[src/rtl/segment_readback.sv]
// Two-digit 7-segment readback: rebuilds the displayed count and flags illegal codes and countdown breaks.
// Latency: outputs update STABLE_CYCLES edges after the first edge that samples a new pattern.
// Backpressure: none; the input is sampled every cycle and glitches shorter than the window are ignored.
module segment_readback #(
    parameter int STABLE_CYCLES = 4,
    parameter int CNT_W         = 3
) (
    input  logic       clk,
    input  logic       rst_n,
    input  logic [6:0] seg_a,
    input  logic [6:0] seg_b,
    output logic [6:0] value,
    output logic       value_valid,
    output logic       value_update,
    output logic       decode_err,
    output logic       step_err
);

    typedef enum logic [1:0] {IDLE, SETTLE, VALID, ERR} state_t;

    localparam logic [CNT_W-1:0] STABLE_LAST = CNT_W'(STABLE_CYCLES - 1);

    // Returns {legal, digit}; bit order is {a,b,c,d,e,f,g}.
    function automatic logic [4:0] dec7(input logic [6:0] s);
        case (s)
            7'b1111110: dec7 = 5'b1_0000;
            7'b0110000: dec7 = 5'b1_0001;
            7'b1101101: dec7 = 5'b1_0010;
            7'b1111001: dec7 = 5'b1_0011;
            7'b0110011: dec7 = 5'b1_0100;
            7'b1011011: dec7 = 5'b1_0101;
            7'b1011111: dec7 = 5'b1_0110;
            7'b1110000: dec7 = 5'b1_0111;
            7'b1111111: dec7 = 5'b1_1000;
            7'b1111011: dec7 = 5'b1_1001;
            default:    dec7 = 5'b0_0000;
        endcase
    endfunction

    state_t           state, state_nxt;
    logic [6:0]       samp_a, samp_b;
    logic [CNT_W-1:0] stab_cnt;
    logic             diff, stable, legal, accept, reject;
    logic             change, step_bad;
    logic [4:0]       dec_a, dec_b;
    logic [6:0]       new_val;

    assign diff    = (seg_a != samp_a) || (seg_b != samp_b);
    assign stable  = stab_cnt >= STABLE_LAST;
    assign dec_a   = dec7(samp_a);
    assign dec_b   = dec7(samp_b);
    assign legal   = dec_a[4] & dec_b[4];
    assign new_val = {3'b000, dec_a[3:0]} * 7'd10 + {3'b000, dec_b[3:0]};

    // A held value of 0 permits any reload; otherwise only a decrement by one is legal.
    assign change   = (new_val != value) || !value_valid;
    assign step_bad = value_valid && (new_val != value) && (value != 7'd0)
                      && (new_val != value - 7'd1);

    always_ff @(posedge clk or negedge rst_n) begin
        if (!rst_n) begin
            samp_a   <= '0;
            samp_b   <= '0;
            stab_cnt <= '0;
        end else begin
            samp_a <= seg_a;
            samp_b <= seg_b;
            if (diff)
                stab_cnt <= '0;
            else if (stab_cnt != {CNT_W{1'b1}})
                stab_cnt <= stab_cnt + 1'b1;
        end
    end

    always_ff @(posedge clk or negedge rst_n) begin
        if (!rst_n)
            state <= IDLE;
        else
            state <= state_nxt;
    end

    always_comb begin
        state_nxt = state;
        accept    = 1'b0;
        reject    = 1'b0;
        case (state)
            IDLE:   state_nxt = SETTLE;
            SETTLE: begin
                if (stable) begin
                    accept    = legal;
                    reject    = !legal;
                    state_nxt = legal ? VALID : ERR;
                    // A new pattern landing on the decision edge starts its own settle window.
                    if (diff)
                        state_nxt = SETTLE;
                end
            end
            VALID, ERR: begin
                if (diff)
                    state_nxt = SETTLE;
            end
            default: state_nxt = IDLE;
        endcase
    end

    always_ff @(posedge clk or negedge rst_n) begin
        if (!rst_n) begin
            value        <= '0;
            value_valid  <= 1'b0;
            value_update <= 1'b0;
            decode_err   <= 1'b0;
            step_err     <= 1'b0;
        end else begin
            value_update <= 1'b0;
            step_err     <= 1'b0;
            if (accept) begin
                value        <= new_val;
                value_valid  <= 1'b1;
                decode_err   <= 1'b0;
                value_update <= change;
                step_err     <= step_bad;
            end else if (reject) begin
                decode_err  <= 1'b1;
                value_valid <= 1'b0;
            end
        end
    end

endmodule

[config.mk]
export PLATFORM = sky130hd
export DESIGN_NAME = segment_readback
export DESIGN_NICKNAME = d
export VERILOG_FILES = /design/src/rtl/segment_readback.sv
export SDC_FILE = /design/constraint.sdc
export NUM_CORES = 1
export LEC_CHECK = 0
export BUFFER_PORTS_ARGS = -buffer_cell sky130_fd_sc_hd__buf_2
export CAP_MARGIN = 10
export CELL_PAD_IN_SITES_DETAIL_PLACEMENT = 1
export CELL_PAD_IN_SITES_GLOBAL_PLACEMENT = 1
export CORE_UTILIZATION = 45
export CTS_BUF_LIST = sky130_fd_sc_hd__clkbuf_4 sky130_fd_sc_hd__clkbuf_8 sky130_fd_sc_hd__clkbuf_16
export DETAILED_ROUTE_END_ITERATION = 8
export MAX_ROUTING_LAYER = met4
export PLACE_DENSITY = 0.91
export SLEW_MARGIN = 20
export SYNTH_ARGS = -nofsm -noshare
export SYNTH_HDL_FRONTEND = slang
export SYNTH_SLANG_ARGS = --single-unit
[constraint.sdc]
create_clock -name clk -period 5.3 [get_ports clk]
set_clock_uncertainty 0.05 [all_clocks]
set_input_delay 0.795 -clock clk [delete_from_list [all_inputs] [get_ports clk]]
set_output_delay 0.795 -clock clk [all_outputs]
set_load 0.1 [all_outputs]
### Yosys cells after proc, flatten, opt, wreduce, memory -nomap -nowiden

Index checks and enable logic that the tools add are counted.

| storage, ports and cells | value |
|---|---|
| logic and storage cells | 77 |
| input bits | 16 |
| register bits | 30 |
| output and inout port bits | 11 |

| cells by class | value |
|---|---|
| add/subtract/negate cells | 3 |
| bitwise gates (word level) | 1 |
| eq/ne operators | 30 |
| $lt $le $gt $ge | 1 |
| multiply operators | 1 |
| multiplexer cells | 19 |
| reduce and logical (&&, ||, !) cells | 13 |

Operator list:

| operator | number |
|---|---|
| equality test 7 bit (second input constant) | 16 |
| one-hot mux 5 bit (10 select lines) | 2 |
| equality test 7 x 6 -> 1 bit (second input constant) | 4 |
| inequality test 7 bit | 4 |
| two-way mux 1 bit | 11 |
| adder 7 x 4 -> 7 bit | 1 |
| nonzero test 7 bit | 1 |
| subtractor 7 x 1 -> 7 bit (second input constant) | 1 |
| multiplier 4 x 3 -> 6 bit (second input constant) | 1 |
| two-way mux 2 bit | 3 |
| two-way mux 3 bit | 2 |
| one-hot mux 2 bit (3 select lines) | 1 |
| equality test 2 bit (second input constant) | 2 |
| inequality test 2 bit (second input constant) | 2 |
| nonzero test 2 bit | 2 |
| adder 3 x 1 -> 3 bit (second input constant) | 1 |
| >= comparator 3 x 2 -> 1 bit (second input constant) | 1 |
| logical AND 1 bit | 3 |
| inequality test 3 bit (second input constant) | 1 |
| equality test 2 x 1 -> 1 bit (second input constant) | 1 |
| zero test 1 bit | 2 |
| zero test 2 bit | 1 |
| logical OR 1 bit | 2 |
| AND reduction 2 bit | 1 |
| other kinds (2) | 2 |

### Longest topological paths before layout

Gate-level depths: netlist of the first run.

| depth | value |
|---|---|
| depth after elaboration | 9 |
| mapped depth | 16 |

### Worst setup path after synthesis of the first run

Ideal clock, no wire load.

| timing | value |
|---|---|
| path kind | register -> register |
| start point | register samp_a[3] |
| end point | register step_err |
| path buffers | 1 |
| data required time | 5.154 ns |
| library setup time | 0.096 ns |
| stages on the path, launching flop included | 16 |
| arrival | 3.695 ns |
| slack | 1.459 ns |
| path through | dfrtp_1 clkbuf_1 or4b_1 nor2_1 o21a_1 ha_1 ha_1 inv_1 fa_1 nor2b_1 nand2_1 or3b_1 o211a_2 and3_1 o2111a_1 a311oi_2 |

| between the ends | value |
|---|---|
| cells in the longest elaborated chain, start to end | 9 |
| elaborated cells between the ends (all ways) | 22 |
| those cells by class | add/sub: 1; mul: 1; eq/ne: 12; mux: 4; bitwise: 1; reduce/logical: 3 |

Ends and longest elaborated chain:

| what | line | text |
|---|---|---|
| start: declaration | 41 | `logic [6:0] samp_a, samp_b;` |
| start signal: assignment | 66 | `samp_a <= seg_a;` |
| equality test 7 bit or equality test 7 x 6 -> 1 bit (tied branches) | 25 | `case (s)` |
| one-hot mux 5 bit (10 select lines) (*) | 25 |  |
| multiplier 4 x 3 -> 6 bit | 53 | `assign new_val = {3'b000, dec_a[3:0]} * 7'd10 + {3'b000, dec_b[3:0]};` |
| adder 7 x 4 -> 7 bit | 53 |  |
| inequality test 7 bit | 57 | `assign step_bad = value_valid && (new_val != value) && (value != 7'd0)` |
| logical AND 1 bit (2 in series) | 57 |  |
| logical AND 1 bit | 58 | `&& (new_val != value - 7'd1);` |
| two-way mux 1 bit (*) | 116 | `if (accept) begin` |
| end signal: assignment | 121 | `step_err <= step_bad;` |
| end: declaration | 16 | `output logic step_err` |

Mark *: on every way between the ends. The rest lies on a longest branch, timed or not.
A chain may end at the register's enable or synchronous reset.

### Worst setup path after layout of the first run

| timing | value |
|---|---|
| start point | register samp_a[1] |
| end point | register step_err |

The elaborated chain is that of the path after synthesis.

==> results of run 1 <==
## per-layer routing
layer  GRT usage  routed length [um]  vias up
met5           -                   0        -
met4       0.107                 137        0
met3      0.0521                 199       18
met2       0.452                3220       45
met1       0.286                2580      995
li1            -                   -      934
## Yosys cell counts (2+ instances only)
cell / n
a21oi_1: 12
xor2_1: 16
a311oi_1: 2
ha_1: 11
xnor2_1: 12
nand4b_1: 3
o21ai_1: 3
or3_1: 5
or3b_1: 2
and3_1: 2
nand2b_1: 5
nand2_1: 14
mux2i_1: 3
o32ai_1: 4
nand3b_1: 2
nor2_1: 20
nor4_1: 5
dfrtp_1: 30
buf_2: 2
mux2_1: 3
nor4b_1: 2
nand4_1: 3
nor2b_1: 3
inv_1: 14
nand3_1: 9
a21boi_0: 2
mux2_2: 3
clkbuf_1: 15
nor3b_1: 3
nor3_1: 7
o221ai_1: 2
o21ai_0: 2
## layout make-up
cell class | instances | area, um^2
Fill cell | 590 | 2300
Multi-Input combinational cell | 190 | 1440
Sequential cell | 30 | 751
Timing Repair Buffer | 26 | 130
Clock buffer | 7 | 90.1
Tap cell | 67 | 83.8
Inverter | 14 | 52.6
Clock inverter | 1 | 5.00
## metrics by stage
stage / utilization / setup WS [ns] / power (uW)
2_1_floorplan: - / 1.46 / 291
3_3_place_gp: 0.506 / 1.30 / 309
3_5_place_dp: 0.506 / 1.12 / 312
4_1_cts: 0.525 / 1.09 / 514
5_1_grt: 0.525 / 0.845 / 529
6_report: 0.525 / 1.05 / 509
## sequential cells by signal, summed over array words and instances (netlist names), 2 cells and up
register / count
samp_a: 7
state: 2
stab_cnt: 3
value: 7
samp_b: 7
## power breakdown
part	switching [uW]	internal, uW
registers	14.8	234
logic	33.6	27.3
clock network	89.2	110
total	138	371
## kinds of logic after synthesis
kind of cell / count (synthesis)
flops: 30
simple gates: 92
mux: 9
compound gates: 47
buf+inv: 32
fa+ha+maj: 12
xor+xnor: 30
## placed cells by master, fill, tap and decap left out, types with 2 or more instances in the layout
| cell | count |
|---|---|
| nor2b_1 | 3 |
| nand4_1 | 3 |
| a311oi_1 | 2 |
| dfrtp_1 | 30 |
| nor2_1 | 20 |
| xor2_1 | 16 |
| or3_1 | 5 |
| inv_1 | 14 |
| mux2_1 | 3 |
| ha_1 | 11 |
| o21ai_1 | 3 |
| o221ai_1 | 2 |
| nor3_1 | 7 |
| o32ai_1 | 4 |
| buf_2 | 26 |
| nand2b_1 | 5 |
| nor4b_1 | 2 |
| nand4b_1 | 3 |
| and3_1 | 2 |
| or3b_1 | 2 |
| a21boi_0 | 2 |
| mux2_2 | 3 |
| xnor2_1 | 12 |
| nand3_1 | 9 |
| clkbuf_8 | 6 |
| o21ai_0 | 2 |
| nand3b_1 | 2 |
| nor4_1 | 5 |
| mux2i_1 | 3 |
| nand2_1 | 14 |
| nor3b_1 | 3 |
| a21oi_1 | 12 |
## path summary, 6_finish.rpt
| check | start | end | slack (ns) | cells after the start |
|---|---|---|---|---|
| max in group asynchronous | rst_n | value[2] | 4.26 | 1 |
| worst min register to register | value_valid | value_update | 0.49 | 1 |
| worst min-delay path | value_valid | value_update | 0.49 | 1 |
| worst max-delay path | samp_a[1] | step_err | 1.05 | 14 |
| worst max register to register | samp_a[1] | step_err | 1.05 | 14 |
| min in group asynchronous | rst_n | samp_a[4] | 0.50 | 1 |
## worst max-delay path, cell delays in order (launching register included)
cell	delay, ns
dfrtp_1	0.51
or4b_1	0.57
nor2_1	0.29
o21a_1	0.22
ha_1	0.26
ha_1	0.21
inv_1	0.06
fa_1	0.42
nor2b_1	0.25
nand2_1	0.11
or3b_1	0.37
o211a_2	0.16
and3_1	0.18
o2111a_1	0.26
a311oi_2	0.24
==> reports/results.ini, run 1 <==
[status]
status=finished, final reports clean

[floorplan]
dieArea_mm2=0.00543
die_h_um=73.7
rows=25
design.core.area_mm2=0.00485
initial_core_util=0.477
die_w_um=73.7
ios=27

[cts]
cts_root_buf=clkbuf_8
cts.repair_timing.setup_buffer_count=0
h-tree-depth=2
hold_buffers=0
clk_pin_slew_ns=0.07
clock-sinks=30
cts_resized=0
numCtsBuffers=5
tritoncts=yes
cts_buffer_depth=2
worstSkewPairLatency_ns=0.28

[synthesis]
yosys-mux-area-fraction=0.0422
synth_edf_count=0
synth.area.top_cells=dfrtp_1, xor2_1, ha_1, xnor2_1, nor2_1
synth_fa_ha_area_frac=0.0682
synth_compound_area_frac=0.162
syn_avg_cell_area_um2=9.18
synth_xor_area_frac=0.126
synthCells=252
syn_area_mm2=0.00231
synth_cell_type_count=63
synth-seq-area-share=0.325
ys_warn_count=0
yosys.area_share.simple=0.222
async_flop_share=1.00
synth_top_area_share=0.325
synth_top_family_by_area=simple AND/OR/NAND/NOR gates
yosysTopAreaCell=dfrtp_1
syn_nets=280
synth-main-ff-cell=dfrtp_1
ys_ff_latch=30

[timing]
hold_viol=0
setup_tns_ns=0
fin_crit_ns=4.25
slew_headroom=0.545
max_freq_mhz=235
rsz0062_at_grt=no
setup_viol=0
slew_viol_final=0
holdWs_ns=0.494
worst_pin_slew_ns=0.683
min_period_over_period=0.802

[grt]
grt_pass1_vias=2111
grt_pass1_wl_um=10200
grt.total_usage=0.258
antenna_found_initial=0
grt_overflow=0
grt_max_degree=31

[placement]
numPortBuffers=26
dp.cells=327
gp_congestion=0.826
placed_cell_area_mm2=0.00245
dp_hpwl_um=4290

[final_layout]
nets=295
final_area_mm2=0.00255
final_layout_size_suffix_gt1_frac=0.168
syn_to_final_growth_pct=10.2
final_cell_count_no_fill=335
antenna_cells=0

[drt]
wl_um=6140
drc=0
dr.pass1.iters=4
wl_per_cell_um=18.3
via_per_inst=5.95
drt_iter0_drc=99
final_antenna_net_count=0
vias=1992

[worst_setup_path]
worstPathRequired_ns=5.44
start_kind=register
crit_arrival_ns=4.40
critPathMaxFanout=12
crit_type=register to register
endpoint_kind=register

[power]
p_leak_uw=0.00115
power_density_mw_per_mm2=200
max-vdd-ir-drop_uv=129

[worst_hold_path]
min_path_type=register to register

[run]
cap_violations=0

Note: power is estimated with default switching activity, not from simulation.
==> run 2, diff against run 1 <==
CORE_UTILIZATION = 41   (was 45)
PLACE_DENSITY = 0.88   (was 0.91)
clock period = 3.8 ns   (was 5.3 ns; I/O delays follow)
==> reports/results.ini, run 2 (synthesis gave the netlist of run 1 again) <==
[status]
status=finished, final reports clean

[worst_setup_path]
crit_arrival_ns=3.93  ; -0.47 ns
cp_slowest_cell=or4b_4
endpoint_kind=register
path_cells=or4b_4 -> nor2_4 -> o21a_1 -> ha_1 -> ha_2 -> inv_2 -> fa_1 -> nor2b_2 -> nand2_1 -> or3b_1 -> o211a_4 -> and3_4 -> o2111a_1 -> a311oi_2
cpPeakStageDelay_ns=0.57  ; about the same
start_kind=register
critPathTopFamily=simple AND/OR/NAND/NOR gates
worstPathRequired_ns=3.94  ; -1.50 ns
rrSetupSlack_ns=0.004  ; -1.05 ns
crit_type=register to register
critPathBufInv=1  ; unchanged
critPathMaxFanout=5  ; -7

[timing]
min_period_over_period=0.999  ; +0.197
worst_pin_slew_ns=0.685  ; +0.00233 ns
setup_viol=0  ; unchanged
holdWs_ns=0.272  ; -0.222 ns
slew_headroom=0.543  ; -0.00155
setup_tns_ns=0  ; unchanged
hold_viol=0  ; unchanged
rsz0062_at_grt=yes
max_freq_mhz=263  ; +12%
fin_crit_ns=3.80  ; -0.455 ns
slew_viol_final=0  ; unchanged

[final_layout]
final_layout_size_suffix_gt1_frac=0.242  ; +0.0741
reg_top3=samp_a x7, samp_b x7, value x7
nFillCells=626  ; +6.1%
antenna_cells=0  ; unchanged
multi_input_area_mm2=0.00148  ; +3.3%
syn_to_final_growth_pct=16.7
layout_common_cells=dfrtp_1, buf_2, nor2_1
seq_area_um2=752  ; +0.17%
nets=308  ; +4.4%
final_common_cell=dfrtp_1
final_area_mm2=0.00270  ; +5.9%
final_cell_count_no_fill=351  ; +4.8%

[cts]
h-tree-depth=2  ; unchanged
clock-sinks=30  ; unchanged
numCtsBuffers=5  ; unchanged
cts_buffer_depth=2  ; unchanged
tritoncts=yes
clk_pin_slew_ns=0.07  ; about the same
worstSkewPairLatency_ns=0.28  ; about the same
hold_buffers=0  ; unchanged
cts_root_buf=clkbuf_8

[worst_hold_path]
min_path_type=input port to asynchronous set/reset pin

[floorplan]
initial_core_util=0.439  ; -0.0382
dieArea_mm2=0.00594  ; +9.5%
ios=27  ; unchanged
die_h_um=77.1  ; +4.6%
rows=26  ; +4.0%
design.core.area_mm2=0.00527  ; +8.7%
die_w_um=77.1  ; +4.6%

[grt]
grt_max_degree=31  ; unchanged
use_met1=0.247  ; -0.0384
grt_pass1_vias=2033  ; -3.7%
grt_pass1_wl_um=9670  ; -4.8%
grt_overflow=0  ; unchanged
met2_usage=0.378  ; -0.0739
antenna_found_initial=0  ; unchanged
grtUsageMet3=0.0286  ; -0.0236
busiest_layer=met2
grt.total_usage=0.211  ; -0.0473

[placement]
gp_congestion=0.813  ; -1.5%
placed_cell_area_mm2=0.00254  ; +3.6%
numPortBuffers=26  ; unchanged
dp_hpwl_um=4390  ; +2.4%
dp.cells=341  ; +4.3%

[power]
max-vdd-ir-drop_uv=201  ; +57%
p_leak_uw=0.00122  ; +5.9%
p_total_uw=720  ; +42%
power_density_mw_per_mm2=267  ; +34%

[drt]
vias=2057  ; +3.3%
wl_um=6200  ; +0.99%
wl_per_cell_um=17.7  ; -3.6%
via_per_inst=5.86  ; -1.4%
dr.pass1.iters=4  ; unchanged
drc=0  ; unchanged
final_antenna_net_count=0  ; unchanged
drt_iter0_drc=117  ; +18%

[run]
cap_violations=0  ; unchanged

run 2: timing repair:
item	in CTS	in global routing
setup endpoints to repair	1	2
pin swaps	0	9
resized for setup	1	10
buffers inserted	0	2
hold endpoints to repair	0	0
cloned	0	0
run 2: path summary, 6_finish.rpt:
kind	from	to	cells past startpoint
max	samp_a[1]	step_err	14
max in group asynchronous	rst_n	samp_a[1]	1
min in group clk	seg_a[6]	samp_a[6]	1
min reg2reg	decode_err	decode_err	2
min	rst_n	samp_b[6]	1
max reg2reg	samp_a[1]	step_err	14
run 2: layout make-up:
cell class / count / area share
multi-input combinational: 190 / 0.550
sequential: 30 / 0.279
timing repair buffer: 39 / 0.0844
clock buffer: 7 / 0.0334
tap: 70 / 0.0325
inverter: 14 / 0.0195
clock inverter: 1 / 0.00186
run 2: worst reg2reg max path: cells and delay by family (launching register included):
family	cells	cell delay, ns
buf+inv	1	0.05
flops	1	0.44
fa+ha+maj	3	0.88
simple gates	6	1.52
compound gates	4	0.76
run 2: routing by layer:
layer  share of wire  wire length (um)
met1            0.42              2620
met2            0.54              3340
met3           0.023               140
met4           0.016               102
met5               0                 0
run 2: stage by stage:
step | util | setup slack (ns)
6_report | 0.512 | 0.00397
5_1_grt | 0.512 | -0.101
4_1_cts | 0.501 | 0.0107
3_5_place_dp | 0.482 | -0.0382
3_3_place_gp | 0.482 | 0.122
2_1_floorplan | - | 0.00709
run 2: where the power goes:
part,internal (uW),switching [uW],leakage [uW],total (uW)
Sequential,327,15.5,0.000381,342
Combinational,45.6,56.1,0.000789,102
Clock,153,123,0.0000517,276
